===== src/rtl/fetch_pkg.sv =====
// Shared types and constants for the instruction fetch controller.
package fetch_pkg;

   typedef enum logic [1:0] {
      S_IDLE    = 2'd0,
      S_FETCH   = 2'd1,
      S_DELIVER = 2'd2,
      S_HALTED  = 2'd3
   } fetch_state_t;

   localparam logic [31:0] PC_INC         = 32'd4;
   localparam logic [31:0] DEF_RESET_PC   = 32'h0000_0000;
   localparam logic [31:0] DEF_HALT_INSTR = 32'hFFFF_FFFF;

endpackage


===== src/rtl/next_pc_sel.sv =====
// Next fetch address selection: jump beats branch beats sequential.
// Redirect targets are word aligned; the sequential add wraps naturally.
module next_pc_sel
   import fetch_pkg::*;
(
   input  logic [31:0] pc_i,
   input  logic        jump_i,
   input  logic [31:0] jump_target_i,
   input  logic        branch_taken_i,
   input  logic [31:0] branch_target_i,
   output logic [31:0] next_pc_o
);

   // Priority mux over the three possible successors.
   always_comb begin
      next_pc_o = pc_i + PC_INC;
      if (jump_i)
         next_pc_o = {jump_target_i[31:2], 2'b00};
      else if (branch_taken_i)
         next_pc_o = {branch_target_i[31:2], 2'b00};
   end

endmodule


===== src/rtl/fetch_ctrl.sv =====
// Instruction fetch controller: requests one word at a time from instruction
// memory, hands it to the consumer, then advances or redirects the PC.
module fetch_ctrl
   import fetch_pkg::*;
#(
   parameter logic [31:0] RESET_PC   = DEF_RESET_PC,
   parameter logic [31:0] HALT_INSTR = DEF_HALT_INSTR
) (
   input  logic        clk,
   input  logic        rst,
   input  logic        start,
   input  logic        stall,
   input  logic        jump,
   input  logic [31:0] jump_target,
   input  logic        branch_taken,
   input  logic [31:0] branch_target,
   output logic        imem_req,
   output logic [31:0] imem_addr,
   input  logic        imem_ack,
   input  logic [31:0] imem_rdata,
   output logic        instr_valid,
   output logic [31:0] instr,
   output logic [31:0] instr_pc,
   output logic [31:0] pc,
   output logic        halted
);

   fetch_state_t state_q, state_d;
   logic [31:0]  pc_q, pc_d;
   logic         req_q, req_d;
   logic         valid_q, valid_d;
   logic [31:0]  instr_q, instr_d;
   logic [31:0]  ipc_q, ipc_d;
   logic         halted_q, halted_d;
   logic [31:0]  next_pc;

   next_pc_sel u_next_pc_sel (
      .pc_i            (pc_q),
      .jump_i          (jump),
      .jump_target_i   (jump_target),
      .branch_taken_i  (branch_taken),
      .branch_target_i (branch_target),
      .next_pc_o       (next_pc)
   );

   // Next-state and registered-output decisions; everything holds by default.
   always_comb begin
      state_d  = state_q;
      pc_d     = pc_q;
      req_d    = req_q;
      valid_d  = valid_q;
      instr_d  = instr_q;
      ipc_d    = ipc_q;
      halted_d = halted_q;
      case (state_q)
         S_IDLE: begin
            if (start) begin
               state_d = S_FETCH;
               req_d   = 1'b1;
            end
         end
         S_FETCH: begin
            if (imem_ack) begin
               req_d = 1'b0;
               if (imem_rdata == HALT_INSTR) begin
                  state_d  = S_HALTED;
                  halted_d = 1'b1;
               end else begin
                  state_d = S_DELIVER;
                  valid_d = 1'b1;
                  instr_d = imem_rdata;
                  ipc_d   = pc_q;
               end
            end
         end
         S_DELIVER: begin
            // Redirect inputs only matter in the cycle the consumer accepts.
            if (!stall) begin
               state_d = S_FETCH;
               valid_d = 1'b0;
               pc_d    = next_pc;
               req_d   = 1'b1;
            end
         end
         S_HALTED: begin
            state_d = S_HALTED;
         end
         default: begin
            state_d = S_IDLE;
            req_d   = 1'b0;
            valid_d = 1'b0;
         end
      endcase
   end

   // State register; reset wins over any in-flight acknowledge.
   always_ff @(posedge clk) begin
      if (rst) begin
         state_q  <= S_IDLE;
         pc_q     <= RESET_PC;
         req_q    <= 1'b0;
         valid_q  <= 1'b0;
         instr_q  <= 32'h0;
         ipc_q    <= 32'h0;
         halted_q <= 1'b0;
      end else begin
         state_q  <= state_d;
         pc_q     <= pc_d;
         req_q    <= req_d;
         valid_q  <= valid_d;
         instr_q  <= instr_d;
         ipc_q    <= ipc_d;
         halted_q <= halted_d;
      end
   end

   assign imem_req    = req_q;
   assign imem_addr   = pc_q;
   assign pc          = pc_q;
   assign instr_valid = valid_q;
   assign instr       = instr_q;
   assign instr_pc    = ipc_q;
   assign halted      = halted_q;

endmodule


===== config.mk =====
export PLATFORM = sky130hd
export DESIGN_NAME = fetch_ctrl
export DESIGN_NICKNAME = d
export VERILOG_FILES = /design/src/rtl/fetch_pkg.sv /design/src/rtl/next_pc_sel.sv /design/src/rtl/fetch_ctrl.sv
export SDC_FILE = /design/constraint.sdc
export NUM_CORES = 1
export LEC_CHECK = 0
export ABC_CLOCK_PERIOD_IN_PS = 2630
export BUFFER_PORTS_ARGS = -buffer_cell sky130_fd_sc_hd__buf_4
export CORE_ASPECT_RATIO = 1.1
export CORE_MARGIN = 2
export CORE_UTILIZATION = 40
export DETAILED_ROUTE_END_ITERATION = 7
export PLACE_DENSITY_LB_ADDON = 0.25
export SYNTH_ARGS = -nofsm -noshare
export SYNTH_HDL_FRONTEND = slang
export SYNTH_SLANG_ARGS = --single-unit

===== constraint.sdc =====
create_clock -name clk -period 2.63 [get_ports clk]
set_clock_uncertainty 0.15 [all_clocks]
set_input_delay 0.3945 -clock clk [delete_from_list [all_inputs] [get_ports clk]]
set_output_delay 0.3945 -clock clk [all_outputs]
set_load 0.05 [all_outputs]

==> summary.md <==
| Metric | Value |
|---|---|
| Status | `complete, no violations` |
| Largest net degree at the start of global routing | `64` |
| Met2 routed WL | `8230 µm` |
| Post-synth EDFFs | `0` |
| Post-synth cell types | `61` |
| Synthesized cell area | `0.00494 mm²` |
| Minimum clock period | `2.37 ns` |
| GRT Util Overall | `23.8%` |
| Worst r2r src | `imem_addr[8]` |
| Final Hold Vio Count | `0` |
| Initial Util | `41.1%` |
| IO Port Bufs | `223` |
| Hold/Removal Path Class | `input pin to register` |
| Chip height | `121 µm` |
| Clock-pin slew on the worst setup and hold paths | `0.07 ns` |
| Clk root buf | `clkbuf_16` |
| # diodes | `0` |
| Total CTS buffers | `9` |
| Asr flop ratio synth | `0%` |
| Num ports | `234` |
| Gr ovfl total | `0` |
| Final setup fails | `0` |
| Wire length on met3 | `1180 µm` |
| Layout Nets | `937` |
| Max FO, Critical Path | `10` |
| Pwr Density | `511 mW/mm²` |
| DR pass1 iterations | `7` |
| CP Data Arrival Time | `2.44 ns` |
| Routability Congestion | `0.945` |
| DRC marker count from the first detailed-route iteration | `404` |
| Post-CTS sizing | `0` |
| Die Footprint | `0.0133 mm²` |
| Critical path class | `register to register` |
| Slew headroom | `55.1%` |
| Drt total wl | `16400 µm` |
| Area added between synthesis and finish | `39.1%` |
| Slew Limit Fails | `0` |
| Post-CTS Hold Buffers | `0` |
| Vias in the first global route | `4933` |
| Clk Latency, worst-skew pair | `0.33 ns` |
| Vias post-DR | `5334` |
| Post-synthesis sequential area ratio | `39.3%` |
| # DRC | `0` |
| Leakage | `2.86 nW` |
| Std-Cell Rows | `42` |
| Critical Path Sink | `imem_addr[26]` |
| TritonCTS clock tree | `done` |
| Post-Route Setup TNS | `0 ns` |
| Average routed wire per standard cell | `16.6 µm` |
| Worst EP required | `2.71 ns` |
| Clk sinks | `97` |
| Post-DP HPWL | `12100 µm` |
| R2R Path End | `imem_addr[26]` |
| Die Wd | `110 µm` |
| Uppermost routed layer | `met4` |
| Setup crit end kind | `register` |
| Wire length on met1 | `6800 µm` |
| Initial antenna violation count | `0` |
| Cells after synthesis | `654` |
| Antenna Nets Post-Route | `0` |
| Max VDD drop | `0.000349 V` |
| Synth warn | `0` |
| Post-CTS setup buffers | `0` |
| CP startpoint kind | `register` |
| Peak Freq | `423 MHz` |
| Layout cell share with drive strength beyond 1 | `33.2%` |
| Vias per cell | `5.38` |
| Max-capacitance violation count | `0` |
| Slew of the pin with the lowest slew margin | `0.673 ns` |
| Primary FF master, synth | `dfxtp_1` |
| Overall Power | `0.00352 W` |
| Core footprint | `0.0120 mm²` |
| H-tree lvl count | `3` |
| Synthesized flop and latch total | `97` |
| RSZ-0062 raised after global routing | `no` |
| Avg Synthesized Cell Area | `7.56 µm²` |
| R2R setup slack | `0.26 ns` |
| Global-route wire length before repair | `25100 µm` |
| CP Launch Point | `imem_addr[8]` |
| Reg2reg path depth | `5` |
| Period utilization | `90.0%` |
| Clock Path Buffers | `2` |
[how the worst min path moves through the flow]
stage	startpoint	to	slack [ns]	cells after the start
6_report	imem_rdata[29]	instr[29]	0.17	3
5_1_grt	imem_rdata[29]	instr[29]	0.15	3
4_1_cts	imem_rdata[29]	instr[29]	0.15	3
3_5_place_dp	instr[30]	instr[30]	0.30	2
3_3_place_gp	instr[4]	instr[4]	0.29	2
2_1_floorplan	state_q[0]	state_q[1]	0.35	2
[worst max-delay path, stage by stage (launching register included)]
cell     delay, ns
dfxtp_1       0.52
and4_4        0.32
nand4_4       0.19
or3_4         0.46
or3_1         0.32
a211o_1       0.30
[synthesized netlist by cell type, drive strengths merged, types with 2 or more instances]
master	n	area (µm²)
o21bai	2	15.0
nand2b	5	31.3
nor3	8	40.0
a221oi	3	26.3
o31ai	4	30.0
clkbuf	46	173
nor2b	2	12.5
and3	6	38.8
buf	42	304
nor3b	3	22.5
mux2i	3	30.0
a22o	3	26.3
o211ai	6	45.0
a2bb2oi	2	17.5
o22ai	11	68.8
inv	8	30.0
o21ai	19	95.1
nor2	23	86.3
or3	2	17.5
a211oi	15	113
nand4	19	140
nor4	11	81.3
nand3	16	80.1
xnor2	5	43.8
xor2	5	43.8
a21o	3	22.5
a311oi	2	17.5
and4	2	20.0
a22oi	4	30.0
a211o	2	17.5
nand2	145	544
a31oi	6	37.5
dfxtp	97	1940
a21oi	103	515
or4	3	22.5
[cell type report]
cell class / instances / area, µm²
well taps: 154 / 193
clock buffers: 11 / 243
multi-input cells: 466 / 2530
clock inverters: 4 / 53.8
fillers: 1107 / 5160
inverters: 8 / 30.0
repair buffers: 251 / 1880
flip-flops and latches: 97 / 1940
[cell families after synthesis]
family	synth area share, %
and+or+nand+nor	24.0
AOI/OAI and AO/OA	23.5
DFF	39.3
buffers and inverters	10.3
xor gates and xnor gates	1.77
muxes	0.836
adders and majority gates	0.253
other	0.0759
[flip-flops by register name (all words and copies together), names as in the netlist]
signal	count
imem_addr	30
halted	1
instr_pc	30
state_q	2
imem_req	1
instr	32
instr_valid	1
[cells in the final DEF (no fill, tap or decap), types with 11 or more instances in the layout]
master and instances:
a21oi_1 103, buf_4 251, dfxtp_1 97, o21ai_0 19, nor2_1 23, a211oi_1 15
nand3_1 16, nand4_1 17, o22ai_1 11, nand2_1 145
[routing by layer]
| metal | global-route usage (%) | vias up |
|---|---|---|
| li1 | - | 2625 |
| met1 | 30.4 | 2485 |
| met2 | 40.8 | 207 |
| met3 | 3.88 | 17 |
| met4 | 7.28 | 0 |
| met5 | 0 | - |
[where the power goes]
part	switching (W)	internal, W
clock network	0.000564	0.000761
logic	0.000408	0.000237
registers	0.0000375	0.00151
[through the flow]
step                      cell area, µm²  hold WS, ns  instances  setup slack, ns  util (%)
after floorplan                     4960        0.346        659           0.0665         -
after global placement              6580        0.293        976            0.347      54.6
after detailed placement            6580        0.297        976            0.277      54.6
after CTS                           6870        0.155        991            0.263      57.1
after global routing                6870        0.149        991            0.177      57.1
final                               6870        0.166        991            0.263      57.1
No activity file was read; power rests on OpenSTA's default activity.
